File: src/rtl/uart_rx_os.sv
// Oversampling UART receiver with majority-vote sampling, parity/frame/break detection and a small receive FIFO.
// Push lands one clk after the last stop-bit vote; the consumer stalls the FIFO via ready, and rts rises at DEPTH-1 words.
module uart_rx_os #(
  parameter int CLK_FREQ   = 12000000,
  parameter int BAUD_RATE  = 115200,
  parameter int OVERSAMPLE = 8,
  parameter int DATA_BITS  = 8,
  parameter int PARITY     = 0,
  parameter int STOP_BITS  = 1,
  parameter int FIFO_DEPTH = 4
) (
  input  logic                 clk,
  input  logic                 reset_n,
  input  logic                 rx,
  output logic [DATA_BITS-1:0] data_out,
  output logic                 valid,
  input  logic                 ready,
  output logic                 parity_err,
  output logic                 frame_err,
  output logic                 overrun,
  output logic                 break_det,
  output logic                 rts,
  output logic                 busy
);

  localparam int DIV = (CLK_FREQ + BAUD_RATE * OVERSAMPLE / 2) / (BAUD_RATE * OVERSAMPLE);
  localparam int DW  = (DIV > 2) ? $clog2(DIV) : 1;
  localparam int OW  = $clog2(OVERSAMPLE);
  localparam int BW  = $clog2(DATA_BITS);
  localparam int AW  = $clog2(FIFO_DEPTH);
  localparam int EW  = DATA_BITS + 2;
  localparam int H   = OVERSAMPLE / 2;

  localparam logic [2:0] ST_IDLE   = 3'd0;
  localparam logic [2:0] ST_START  = 3'd1;
  localparam logic [2:0] ST_DATA   = 3'd2;
  localparam logic [2:0] ST_PARITY = 3'd3;
  localparam logic [2:0] ST_STOP   = 3'd4;
  localparam logic [2:0] ST_BREAK  = 3'd5;

  if (DIV < 2) begin : g_div_check
    $error("uart_rx_os: clock divider DIV must be at least 2");
  end

  logic                 rx_meta, rx_sync, rx_prev;
  logic [DW-1:0]        div_cnt;
  logic [OW-1:0]        os_cnt;
  logic [2:0]           state;
  logic [BW-1:0]        bit_idx;
  logic                 stop_idx;
  logic [DATA_BITS-1:0] shreg;
  logic                 par_flag, par_bit, frm_flag;
  logic                 samp_a, samp_b;

  logic tick, bit_end, vote_now, vote, start_edge, exp_par, last_stop, is_break, push;
  logic [EW-1:0] push_dat;

  always_ff @(posedge clk or negedge reset_n) begin
    if (!reset_n) begin
      rx_meta <= 1'b1;
      rx_sync <= 1'b1;
      rx_prev <= 1'b1;
    end else begin
      rx_meta <= rx;
      rx_sync <= rx_meta;
      rx_prev <= rx_sync;
    end
  end

  assign start_edge = (state == ST_IDLE) && rx_prev && !rx_sync;
  assign tick       = (div_cnt == DW'(DIV - 1));
  assign bit_end    = tick && (os_cnt == OW'(OVERSAMPLE - 1));
  assign vote_now   = tick && (os_cnt == OW'(H + 1));
  assign vote       = (samp_a & samp_b) | (samp_a & rx_sync) | (samp_b & rx_sync);

  // Restarting both counters on the start edge puts every vote window mid-bit.
  always_ff @(posedge clk or negedge reset_n) begin
    if (!reset_n) begin
      div_cnt <= '0;
      os_cnt  <= '0;
      samp_a  <= 1'b1;
      samp_b  <= 1'b1;
    end else begin
      if (start_edge) begin
        div_cnt <= '0;
        os_cnt  <= '0;
      end else if (tick) begin
        div_cnt <= '0;
        os_cnt  <= bit_end ? '0 : os_cnt + 1'b1;
        if (os_cnt == OW'(H - 1)) samp_a <= rx_sync;
        if (os_cnt == OW'(H))     samp_b <= rx_sync;
      end else begin
        div_cnt <= div_cnt + 1'b1;
      end
    end
  end

  assign exp_par   = (PARITY == 1) ? ~(^shreg) : ^shreg;
  assign last_stop = (stop_idx == 1'(STOP_BITS - 1));
  assign is_break  = (state == ST_STOP) && vote_now && !stop_idx && !vote &&
                     (shreg == '0) && !par_bit;
  assign push      = (state == ST_STOP) && vote_now && last_stop && !is_break;
  assign push_dat  = {frm_flag | ~vote, par_flag, shreg};
  assign busy      = (state != ST_IDLE);

  always_ff @(posedge clk or negedge reset_n) begin
    if (!reset_n) begin
      state     <= ST_IDLE;
      bit_idx   <= '0;
      stop_idx  <= 1'b0;
      shreg     <= '0;
      par_flag  <= 1'b0;
      par_bit   <= 1'b0;
      frm_flag  <= 1'b0;
      break_det <= 1'b0;
    end else begin
      break_det <= 1'b0;
      case (state)
        ST_IDLE: begin
          if (start_edge) begin
            state    <= ST_START;
            bit_idx  <= '0;
            stop_idx <= 1'b0;
            par_flag <= 1'b0;
            par_bit  <= 1'b0;
            frm_flag <= 1'b0;
          end
        end
        ST_START: begin
          if (vote_now && vote) state <= ST_IDLE;
          else if (bit_end)     state <= ST_DATA;
        end
        ST_DATA: begin
          if (vote_now) shreg <= {vote, shreg[DATA_BITS-1:1]};
          if (bit_end) begin
            if (bit_idx == BW'(DATA_BITS - 1)) state <= (PARITY != 0) ? ST_PARITY : ST_STOP;
            else                               bit_idx <= bit_idx + 1'b1;
          end
        end
        ST_PARITY: begin
          if (vote_now) begin
            par_bit  <= vote;
            par_flag <= (vote != exp_par);
          end
          if (bit_end) state <= ST_STOP;
        end
        ST_STOP: begin
          // Leaving at the last vote rather than the bit end lets the next start edge be caught early.
          if (is_break) begin
            break_det <= 1'b1;
            state     <= ST_BREAK;
          end else if (push) begin
            state <= ST_IDLE;
          end else begin
            if (vote_now && !vote) frm_flag <= 1'b1;
            if (bit_end)           stop_idx <= 1'b1;
          end
        end
        ST_BREAK: begin
          if (rx_sync) state <= ST_IDLE;
        end
        default: state <= ST_IDLE;
      endcase
    end
  end

  logic [EW-1:0] mem [FIFO_DEPTH];
  logic [AW:0]   wr_ptr, rd_ptr, occ;
  logic [EW-1:0] head;
  logic          empty, full, pop, wr_en;

  assign empty = (wr_ptr == rd_ptr);
  assign full  = (wr_ptr[AW] != rd_ptr[AW]) && (wr_ptr[AW-1:0] == rd_ptr[AW-1:0]);
  assign pop   = !empty && ready;
  assign wr_en = push && (!full || pop);
  assign occ   = wr_ptr - rd_ptr;
  assign head  = mem[rd_ptr[AW-1:0]];

  always_ff @(posedge clk) begin
    if (wr_en) mem[wr_ptr[AW-1:0]] <= push_dat;
  end

  always_ff @(posedge clk or negedge reset_n) begin
    if (!reset_n) begin
      wr_ptr  <= '0;
      rd_ptr  <= '0;
      overrun <= 1'b0;
    end else begin
      if (wr_en) wr_ptr <= wr_ptr + 1'b1;
      if (pop)   rd_ptr <= rd_ptr + 1'b1;
      overrun <= push && full && !pop;
    end
  end

  assign valid      = !empty;
  assign data_out   = valid ? head[DATA_BITS-1:0] : '0;
  assign parity_err = valid & head[DATA_BITS];
  assign frame_err  = valid & head[DATA_BITS+1];
  assign rts        = (occ >= (AW+1)'(FIFO_DEPTH - 1));

endmodule

File: config.mk
export PLATFORM = sky130hd
export DESIGN_NAME = uart_rx_os
export DESIGN_NICKNAME = d
export VERILOG_FILES = /design/src/rtl/uart_rx_os.sv
export SDC_FILE = /design/constraint.sdc
export NUM_CORES = 1
export LEC_CHECK = 0
export ABC_AREA = 1
export CAP_MARGIN = 20
export CORE_MARGIN = 4
export CORE_UTILIZATION = 58
export CTS_CLUSTER_DIAMETER = 150
export CTS_CLUSTER_SIZE = 24
export DETAILED_ROUTE_END_ITERATION = 8
export PLACE_DENSITY_LB_ADDON = 0.05
export SYNTH_ARGS = -nofsm -noshare
export SYNTH_HDL_FRONTEND = slang
export SYNTH_SLANG_ARGS = --single-unit
File: constraint.sdc
create_clock -name clk -period 2.6 [get_ports clk]
set_input_delay 0.52 -clock clk [delete_from_list [all_inputs] [get_ports clk]]
set_output_delay 0.52 -clock clk [all_outputs]
set_load 0.02 [all_outputs]
== After elaboration in Yosys (flattened, before gate mapping) ==
Memories as Yosys holds them, arrays and structs flattened.
Cells that the tools add are included.
Word-level totals
  bits in registers: 38
  memory bits (writable): 40
  output and inout bits: 15
  memories: 1
Memory list
  mem: depth 4, bits a word 10, rd ports 1, clocked after memory_dff 0, wr ports 1, line 167  | logic [EW-1:0] mem [FIFO_DEPTH];
Cells by class
  add/sub/neg operators: 6
  $lt $le $gt $ge: 1
  eq/ne operators: 28
  muxes and demuxes: 37
  bitwise logic cells: 11
  reductions and logical operators: 43
Operators with widths (number)
  3-bit two-way mux: 15
  2-bit != test (second input constant): 10
  3-bit equality test (second input constant): 6
  1-bit logical AND: 18
  3-bit one-hot mux with 6 select lines: 1
  1-bit two-way mux: 13
  3-bit by 1-bit adder with 3-bit output (second input constant): 4
  5-bit AND reduction: 2
  3-bit by 2-bit equality test with 1-bit output (second input constant): 3
  3-bit AND reduction: 3
  1-bit zero test: 8
  8-bit zero test: 1
  4-bit two-way mux: 2
  8-bit two-way mux: 1
  1-bit one-hot mux with 2 select lines: 4
  2-bit nonzero test: 4
  8-bit XOR reduction: 1
  7-bit AND reduction: 1
  3-bit != test (second input constant): 2
  3-bit one-hot mux with 2 select lines: 1
  1-bit bitwise AND: 5
  4-bit by 1-bit adder with 4-bit output (second input constant): 1
  4-bit equality test (second input constant): 1
  4-bit AND reduction: 1
  13 further kinds: 18

== Depth between registers and ports, before layout ==
Gate-level depths: netlist (run 1).
  depth in word-level cells: 12
  gate-level depth with buffers: 10

== Least setup slack after synthesis (run 1) ==
Ideal clock, no wire load.
  path kind: flip-flop to output port
  start: register rd_ptr[1]
  end: output data_out[0]
  arrival time: 2.051 ns
  required time: 2.080 ns
  path slack: 0.029 ns
  stages on the path, launching flop included: 9
  path buffers: 1
  cell sequence: dfrtp_1 inv_1 clkbuf_1 ha_1 nand2_1 inv_1 nand3_1 clkinv_1 a21oi_1
On the way
  cells in the longest elaborated chain, start to end: 2
  elaborated cells between the ends (all ways): 3
  those cells by class: eq/ne (1); mux (1); memory (1)
RTL lines
  start, declared: line 168  | logic [AW:0] wr_ptr, rd_ptr, occ;
  start signal, assigned: line 190  | if (pop) rd_ptr <= rd_ptr + 1'b1;
  memory read 4 x 10 bit or 3-bit equality test (tied branches)
  8-bit two-way mux (*): line 196  | assign data_out = valid ? head[DATA_BITS-1:0] : '0;
  end, declared: line 15  | output logic [DATA_BITS-1:0] data_out,
Every way passes the cells marked *; elsewhere a longest branch is shown, timed or not.

== Worst setup path after layout (run 1) ==
  start: register wr_ptr[0]
  end: output data_out[1]
On the way
  cells in the longest elaborated chain, start to end: 2
RTL lines
  start, declared: line 168
  start signal, assigned: line 189  | if (wr_en) wr_ptr <= wr_ptr + 1'b1;
  3-bit equality test: line 172  | assign empty = (wr_ptr == rd_ptr);
  8-bit two-way mux: line 196
No other way between the ends.

==> run summary, run 1 <==
Final global-route overflow total - 0
Via count - 2,549
Cells along the critical path - inv_1 -> ha_1 -> nand2_1 -> inv_1 -> nand3_1 -> inv_4 -> a21oi_1 -> dlygate4sd2_1
Share of post-route cells with drive strength above 1 - 12.3%
Initial DRC count - 127
Largest net degree at the start of global routing - 39
Placer congestion estimate - 0.892
CTS root buffer - clkbuf_8
Distinct cells, synth - 27
CP Launch Type - flip-flop
HPWL after DPL - 4610 um
DRC viols - 0
Total negative slack - 0 ns
Clock Sinks - 78
Syn Std Cell Area - 3690 sq um
Clk Latency, worst-skew pair - 0.35 ns
Nets@finish - 434
Crit-path max FO - 10
H-tree depth reported by CTS - 3
Share of flip-flops with an asynchronous set or reset - 48.7%
Seq cells post-synth - 78
Initial Util - 60.9%
Routed Antenna Nets - 0
Area grow syn2layout - 12.6%
Finished Core Util - 68.6%
LEAKAGE - 1.86 nW
Place WS - -0.0190 ns
Status - complete, no violations
CTS tree - built
Critical-path top delay cell - dfrtp_1
Vias/cell - 5.21
Multi-input logic area - 1320 sq um
Ys Warns - 0
I/O Buffers - 18
Peak VDD IR - 0.654 mV
Syn avg cell area - 9.79 sq um
Commonest non-fill, non-tap cells in the layout - nor2_1, nand2_1, inv_1
FP Rows - 28
Hold-fix buffers at CTS - 0
Fill count - 481
CP dominant cell by count - inv_1
First-pass GRT wire length - 11,700 um
Worst-margin pin slew - 0.862 ns
Min-delay worst type - input pin to asynchronous set/reset pin
Pwr/cell area - 922 nW/um^2
Max_slew headroom - 42.5%
DR pass1 iterations - 4
Tmin final - 2.41 ns
Inserted Diodes - 0
Final setup vio count - 0
RSZ-0062 raised after global routing - false
Avg WL per Cell - 13.9 um
Synth Instances - 377
Setup Buffers After CTS - 0
Reg2reg start - div_cnt[0]$_DFF_PN0_
DP Cell Count - 473
Die X - 87.8 um
Type of element capturing the critical path - primary output
Num CTS Buffers - 9
Most common cell after layout, fill and taps aside - nor2_1
Core box area - 6060 sq um
Number of global-route vias before repair - 2,506
Reg clk slew, reported paths - 0.08 ns
Final Slew Violations - 0
WP data arrival - 1.89 ns
Synth Flop Type - edfxtp_1
Clk_skew - 0.00741 ns
Final setup slack of the worst path - 0.188 ns
I/O pins - 19
Max-Cap Viols - 0
Final hold violations - 0
Number of flops mapped to enable cells by yosys - 40
Final WL - 6810 um
Fmax - 415 MHz
Final period util - 92.8%
Die ar. - 7710 sq um
Register area share after synthesis - 58.5%
Die height - 87.8 um
Sequential Area - 2160 sq um
Crit path largest cell delay - 0.38 ns
WS Path Type - flip-flop to primary output
CP required - 2.08 ns
Syn Nets - 402
Non-Filler Instances - 489
CTS max path bufs - 2
Antenna violations before repair - 0
CP startpoint - wr_ptr[0]$_DFFE_PN0P_
Total Routing Usage GR - 20.2%
==> worst max-delay path: cells and delay by family, from the launching register on <==
| kind | cells | cell delay (ns) |
|---|---|---|
| adders and majority gates | 1 | 0.31 |
| buffers and inverters | 4 | 0.54 |
| DFF | 1 | 0.38 |
| AOI/OAI and AO/OA | 1 | 0.11 |
| and+or+nand+nor | 2 | 0.21 |
==> synthesized netlist by cell type (2+ instances only) <==
master	number	share of area, %
edfxtp_1	40	33
clkbuf_1	6	0.61
xor2_1	7	1.7
nor2_1	68	6.9
o21ai_0	42	5.7
nand3_1	17	2.3
xnor2_1	3	0.71
nand3_2	2	0.54
nor2_4	3	0.91
nand4_1	2	0.34
o21ai_1	2	0.27
a21oi_1	15	2.0
ha_1	20	6.8
inv_1	45	4.6
dfstp_2	5	3.6
nand2_1	57	5.8
dfrtp_1	33	22
==> state kept, by name (all words and copies together), names as in the netlist, 3 cells and up <==
register / cells
wr_ptr: 3
mem: 40
div_cnt: 4
shreg: 8
os_cnt: 3
rd_ptr: 3
state: 3
bit_idx: 3
==> metrics by stage <==
stage / total power [mW] / area [sq um] / hold WS, ns
global route: 4.11 / 4160 / 0.337
CTS: 3.88 / 4190 / 0.303
global placement: 3.03 / 4000 / 0.349
detailed placement: 3.07 / 4000 / 0.347
floorplan: 2.52 / 3690 / 0.224
finish: 3.84 / 4160 / 0.273
==> logic make-up after synthesis <==
group,count (synthesis),share of synthesized area [%]
buffers and inverters,55,5.83
flip-flops,78,58.5
AND/OR/NAND/NOR,152,17.6
AO/OA/AOI/OAI,61,8.40
XOR/XNOR,10,2.37
adder cells (fa/ha/maj),21,7.32
==> layer usage <==
metal	GRT usage (%)	share of wire, %	wire length [um]
met1	25.5	45	3050
met2	34.1	49	3340
met3	4.05	4.3	291
met4	8.23	1.9	132
met5	0	0	0
==> power by group <==
group	internal (mW)	switching [mW]	leakage (nW)
combinational	0.509	0.931	0.855
clock	0.464	0.436	0.0920
sequential	1.40	0.0913	0.913
==> layout make-up <==
| type | instances | area share [%] |
|---|---|---|
| Clock buffer | 10 | 3.31 |
| Multi-Input combinational cell | 244 | 31.7 |
| Sequential cell | 78 | 51.9 |
| Inverter | 48 | 4.42 |
| Timing Repair Buffer | 28 | 4.93 |
| Tap cell | 75 | 2.26 |
| Clock inverter | 6 | 1.47 |
==> final timing paths <==
| check | slack [ns] | cells after the start | to |
|---|---|---|---|
| hold reg to reg | 0.37 | 0 | rx_sync$_DFF_PN1_ |
| hold / removal | 0.27 | 1 | rd_ptr[2]$_DFFE_PN0P_ |
| setup / recovery | 0.19 | 8 | data_out[1] |
| setup reg to reg | 0.55 | 8 | mem[3][4]$_DFFE_PP_ |
| max in group asynchronous | 1.77 | 1 | frm_flag$_DFFE_PN0P_ |
| min in group clk | 0.37 | 0 | rx_sync$_DFF_PN1_ |
==> timing repair <==
item / in CTS / in global routing
endpoints found under the hold margin: 0 / 0
setup endpoints to repair: 11 / 12
resized for setup: 12 / 21
No activity file was read; power rests on OpenSTA's default activity.
==> run 2, diff against run 1 <==
RECOVER_POWER = 50   (was default)
==> run 2 against run 1 <==
Effect of this change: the run now ends with capacitance limit, slew limit left; combinational power about the same; non-clock buffer count is the same; global-route usage unchanged; final cell count is the same; register-to-register slack worse by 0.26 ns; highest routed layer unchanged; maximum frequency up 0.19%; clock skew barely moved; clock power about the same.
==> run summary, run 2 (synthesis results as in run 1) <==
Detail Route met2 WL - 3360 um (+0.72%)
Crit path largest cell delay - 0.38 ns (about the same)
Path length in cells of the critical path - 8 (unchanged)
Die X - 87.8 um (unchanged)
Crit-path max FO - 10 (unchanged)
First-pass GRT wire length - 11,700 um (unchanged)
Min-delay worst type - flip-flop to flip-flop
HPWL after DPL - 4610 um (unchanged)
Initial Util - 60.9% (unchanged)
WS Path Type - flip-flop to primary output
Initial DRC count - 135 (+6.3%)
Type of element capturing the critical path - primary output
CP startpoint - wr_ptr[0]$_DFFE_PN0P_
Final period util - 92.6% (-0.18 points)
Clock Sinks - 78 (unchanged)
Pwr/cell area - 923 nW/um^2 (+0.12%)
CP dominant cell by count - inv_1
Largest register FFs - 40 (unchanged)
Die height - 87.8 um (unchanged)
I/O pins - 19 (unchanged)
Final global-route overflow total - 0 (unchanged)
Core box area - 6060 sq um (unchanged)
Placed Area - 4000 sq um (unchanged)
DR pass1 iterations - 4 (unchanged)
Max-Cap Viols - 1 (+1)
CTS root buffer - clkbuf_8
CTS max path bufs - 2 (unchanged)
Share of post-route cells with drive strength above 1 - 11.1% (-1.2 points)
RSZ-0062 raised after global routing - false
Nets@finish - 434 (unchanged)
Peak VDD IR - 0.651 mV (-0.40%)
DRC viols - 0 (unchanged)
Status - complete, but fails checks
Reg clk slew, reported paths - 0.08 ns (about the same)
Clk Latency, worst-skew pair - 0.35 ns (about the same)
Routed Antenna Nets - 0 (unchanged)
Largest net degree at the start of global routing - 39 (unchanged)
Most common cell after layout, fill and taps aside - nor2_1
Worst reg-to-reg path cell count - 8 (unchanged)
Inserted Diodes - 0 (unchanged)
CP required - 2.08 ns (about the same)
Non-Filler Instances - 489 (unchanged)
Final hold violations - 0 (unchanged)
Fmax - 415 MHz (+0.19%)
Hold-fix buffers at CTS - 0 (unchanged)
Final Slew Violations - 39 (+39)
WP data arrival - 1.89 ns (about the same)
Clk_skew - 0.00761 ns (+0.000207 ns)
CP Buf/Inv Count - 4 (unchanged)
Met1 WL - 3120 um (+2.2%)
Final setup vio count - 0 (unchanged)
Vias/cell - 5.21 (about the same)
Total Routing Usage GR - 20.2% (unchanged)
Reg2reg start - div_cnt[0]$_DFF_PN0_
CP Launch Type - flip-flop
Antenna violations before repair - 0 (unchanged)
Tmin final - 2.41 ns (-0.00466 ns)
CP top delay family - buffers and inverters
Worst r2r dst - mem[3][4]$_DFFE_PP_
Max Used Layer - met4
Met3 Wirelength - 213 um (-27%)
Cells along the critical path - inv_1 -> ha_1 -> nand2_1 -> inv_1 -> nand3_1 -> inv_4 -> a21oi_1 -> dlygate4sd2_1
CP endpoint - data_out[1]
Number of global-route vias before repair - 2,506 (unchanged)
Final WL - 6830 um (+0.21%)
Violations in the final reports - capacitance limit, slew limit
Placer congestion estimate - 0.892 (unchanged)
Worst R2R Setup Slack - 0.29 ns (-0.26 ns)
Avg WL per Cell - 14.0 um (+0.21%)
Max_slew headroom - -37.8% (-80 points)
Via count - 2,547 (-0.078%)
Num CTS Buffers - 9 (unchanged)
Area grow syn2layout - 12.1%
Commonest non-fill, non-tap cells in the layout - nor2_1, nand2_1, inv_1
FP Rows - 28 (unchanged)
DP Cell Count - 473 (unchanged)
Die ar. - 7710 sq um (unchanged)
Worst-margin pin slew - 2.07 ns (+1.21 ns)
I/O Buffers - 18 (unchanged)
Design area - 4140 sq um (-0.48%)
H-tree depth reported by CTS - 3 (unchanged)
LEAKAGE - 1.85 nW (-0.35%)
Critical-path top delay cell - dfrtp_1
CTS tree - built
-- run 2: cell count changes in the layout (fill, tap and decap cells not counted), sizes merged --
cell	change
buf	-2
clkdlybuf4s50	-1
dlygate4sd3	+1
clkbuf	+2
-- run 2: worst min-delay path by stage --
stage,from,end,cells after the start
after floorplan,reset_n,bit_idx[0]$_DFFE_PN0P_,0
after global placement,rx_meta$_DFF_PN1_,rx_sync$_DFF_PN1_,0
after detailed placement,rx_meta$_DFF_PN1_,rx_sync$_DFF_PN1_,0
after CTS,reset_n,rd_ptr[2]$_DFFE_PN0P_,1
after global routing,rx_meta$_DFF_PN1_,rx_sync$_DFF_PN1_,0
final,rx_meta$_DFF_PN1_,rx_sync$_DFF_PN1_,0
-- run 2: worst reg2reg max path: stages (launching register included) --
cell	delay, ns
dfrtp_1	0.41
inv_1	0.07
ha_1	0.18
nand3_2	0.12
nor2_1	0.41
nand3_2	0.21
clkinv_2	0.11
nand3_4	0.12
nor2_4	0.33
-- run 2: area by class of cell --
cell class                 instances  area, sq um
multi-input combinational        244         1300
clock inverter                     6         61.3
clock buffer                      10          138
inverter                          48          184
timing repair buffer              28          200
fill                             484         1920
sequential                        78         2160
tap                               75         93.8
-- run 2: layer usage --
metal,up-vias,GRT usage [%]
met2,47,34.1
met3,13,4.05
li1,1292,-
met5,-,0
met4,0,8.23
met1,1195,25.5
-- run 2: metrics by stage --
stage / hold WS (ns) / setup WS (ns) / power, mW / util [%] / setup TNS [ns]
detailed placement: 0.347 / -0.0190 / 3.07 / 66.0 / -0.0190
floorplan: 0.224 / 0.0294 / 2.52 / - / 0
finish: 0.374 / 0.193 / 3.82 / 68.3 / 0
global route: 0.371 / 0.0723 / 4.09 / 68.3 / 0
CTS: 0.303 / 0.000790 / 3.88 / 69.1 / 0
global placement: 0.349 / 0.00956 / 3.03 / 66.0 / 0
-- run 2: what timing repair did --
item | 4_1_cts | 5_1_grt
gates cloned | 0 | 0
buffers inserted | 0 | 0
pin swaps | 0 | 0
gates resized for setup | 12 | 21
setup endpoints to repair | 11 | 12
endpoints found under the hold margin | 0 | 0
-- run 2: where the power goes --
part	switching [mW]	internal (mW)
clock	0.436	0.464
sequential	0.0933	1.40
combinational	0.922	0.503
total	1.45	2.37
==> run 3, diff against run 2 <==
DONT_BUFFER_PORTS = 1   (was default)
PLACE_DENSITY_LB_ADDON = 0.08   (was 0.05)
SKIP_CTS_REPAIR_TIMING = 1   (was default)
==> run 3 against run 2 <==
Effect of this change: the run still ends with capacitance limit, slew limit left; total power rose by 2.3%; critical path depth fell by 1; via count fell by 1.8%; global-route usage down 0.060 points; setup slack worse by 0.0081 ns; die area unchanged; core utilization fell by 0.14 points; register-to-register slack gained 0.05 ns; final area shrank 0.21%; critical path type unchanged; highest routed layer unchanged.
==> run summary, run 3 (synthesis results as in run 1) <==
Largest net degree at the start of global routing - 39 (unchanged)
Fmax - 414 MHz (-0.34%)
Die height - 87.8 um (unchanged)
Max_slew headroom - -12.0% (+26 points)
CP required - 2.08 ns (about the same)
Violations in the final reports - capacitance limit, slew limit
Tot Pwr - 3.91 mW (+2.3%)
DRC viols - 0 (unchanged)
RSZ-0062 raised after global routing - false
Final setup slack of the worst path - 0.185 ns (-0.00812 ns)
Critical-path top delay cell - dfrtp_1
Sequential power share - 38.3% (-0.9 points)
Non-Filler Instances - 483 (-1.2%)
Area grow syn2layout - 11.9%
Internal - 2.41 mW (+1.6%)
Max-Cap Viols - 1 (unchanged)
Path length in cells of the critical path - 7 (-1)
DR pass1 iterations - 4 (unchanged)
Initial DRC count - 82 (-39%)
Sequential Area - 2160 sq um (unchanged)
GR Util met3 - 4.14% (+0.094 points)
CTS root buffer - clkbuf_8
I/O pins - 19 (unchanged)
CTS tree - built
Total Routing Usage GR - 20.1% (-0.060 points)
WS Path Type - flip-flop to primary output
Vias/cell - 5.18 (-0.55%)
CP top delay family - flip-flops
Net Sw Frac - 38.4% (+0.46 points)
Core box area - 6060 sq um (unchanged)
Reg2reg start - div_cnt[0]$_DFF_PN0_
CP Buf/Inv Count - 3 (-1)
FP Rows - 28 (unchanged)
Comb pwr share - 37.9% (+0.6 points)
Final setup vio count - 0 (unchanged)
Die X - 87.8 um (unchanged)
Largest register FFs - 40 (unchanged)
Inserted Diodes - 0 (unchanged)
Switch Pwr - 1.50 mW (+3.6%)
Total negative slack - 0 ns (unchanged)
Worst R2R Setup Slack - 0.34 ns (+0.05 ns)
Num CTS Buffers - 9 (unchanged)
Initial Util - 60.9% (unchanged)
Placed Area - 3890 sq um (-2.9%)
Pwr/cell area - 947 nW/um^2 (+2.6%)
Clk_skew - 0.00929 ns (+0.00168 ns)
Most common cell after layout, fill and taps aside - nor2_1
Peak VDD IR - 0.871 mV (+34%)
Status - complete, but fails checks
H-tree depth reported by CTS - 3 (unchanged)
Multi-input logic area - 1320 sq um (+0.96%)
Share of post-route cells with drive strength above 1 - 13.2% (+2.1 points)
Final period util - 92.9% (+0.31 points)
Final hold violations - 0 (unchanged)
Number of global-route vias before repair - 2,567 (+2.4%)
Final global-route overflow total - 0 (unchanged)
Crit path largest cell delay - 0.46 ns (+0.08 ns)
Routed Antenna Nets - 0 (unchanged)
CP endpoint - data_out[2]
Avg WL per Cell - 14.2 um (+1.7%)
DP Cell Count - 463 (-2.1%)
Top Usage Layer GRT - met2
Finished Core Util - 68.1% (-0.14 points)
Clock network power share - 23.9% (+0.3 points)
First-pass GRT wire length - 11,700 um (about the same)
Tmin final - 2.41 ns (+0.00812 ns)
CTS max path bufs - 2 (unchanged)
Cells along the critical path - ha_1 -> nand2_1 -> inv_1 -> nand3_2 -> clkinvlp_4 -> a21oi_1 -> buf_4
Clock Sinks - 78 (unchanged)
CP Launch Type - flip-flop
HPWL after DPL - 4560 um (-1.1%)
Placer congestion estimate - 0.908 (+1.8%)
Nets@finish - 428 (-1.4%)
Reg clk slew, reported paths - 0.09 ns (about the same)
Clk Latency, worst-skew pair - 0.35 ns (about the same)
Type of element capturing the critical path - primary output
Via count - 2,502 (-1.8%)
Worst hold slack - 0.161 ns (-0.212 ns)
LEAKAGE - 1.84 nW (-0.96%)
CP startpoint - wr_ptr[1]$_DFFE_PN0P_
Design area - 4130 sq um (-0.21%)
Die ar. - 7710 sq um (unchanged)
Final Slew Violations - 39 (unchanged)
Fill count - 479 (-1.0%)
Antenna violations before repair - 0 (unchanged)
Worst reg-to-reg path cell count - 8 (unchanged)
WP data arrival - 1.89 ns (about the same)
Crit-path max FO - 6 (-4)
Place WS - 0.338 ns (+0.357 ns)
Met2 usage in global routing - 36.5% (+2.4 points)
Commonest non-fill, non-tap cells in the layout - nor2_1, nand2_1, inv_1
Min-delay worst type - input pin to flip-flop
Worst-margin pin slew - 1.68 ns (-0.390 ns)
Met1 Use GR - 23.8% (-1.7 points)
Final WL - 6860 um (+0.45%)
Worst r2r dst - mem[3][1]$_DFFE_PP_
I/O Buffers - 0 (-18)
## run 3: how the worst min path moves through the flow
| stage | cells after the start | end | startpoint |
|---|---|---|---|
| 2_1_floorplan | 0 | bit_idx[0]$_DFFE_PN0P_ | reset_n |
| 3_3_place_gp | 0 | os_cnt[1]$_DFFE_PN0P_ | reset_n |
| 3_5_place_dp | 0 | os_cnt[1]$_DFFE_PN0P_ | reset_n |
| 4_1_cts | 0 | state[1]$_DFFE_PN0P_ | reset_n |
| 5_1_grt | 0 | rx_meta$_DFF_PN1_ | rx |
| 6_report | 0 | rx_meta$_DFF_PN1_ | rx |
## run 3: cell type report
type                    instances  share of cell area, %
clock inverters                 7                   1.94
flip-flops and latches         78                   52.3
repair buffers                 21                   4.00
multi-input cells             244                   31.9
repair inverters                1                  0.182
well taps                      75                   2.27
clock buffers                   9                   3.00
inverters                      48                   4.48
## run 3: layer usage
metal	share of wire (%)	vias up
met4	1.5	0
met2	52	36
li1	-	1284
met3	3.3	11
met1	43	1171
met5	0	-
## run 3: power groups by stage
stage	clock (mW)	sequential [mW]	combinational, mW
3_3_place_gp	0	1.52	1.40
5_1_grt	1.02	1.52	1.68
2_1_floorplan	0	1.50	1.02
4_1_cts	0.952	1.50	1.46
3_5_place_dp	0	1.52	1.44
6_report	0.933	1.50	1.48
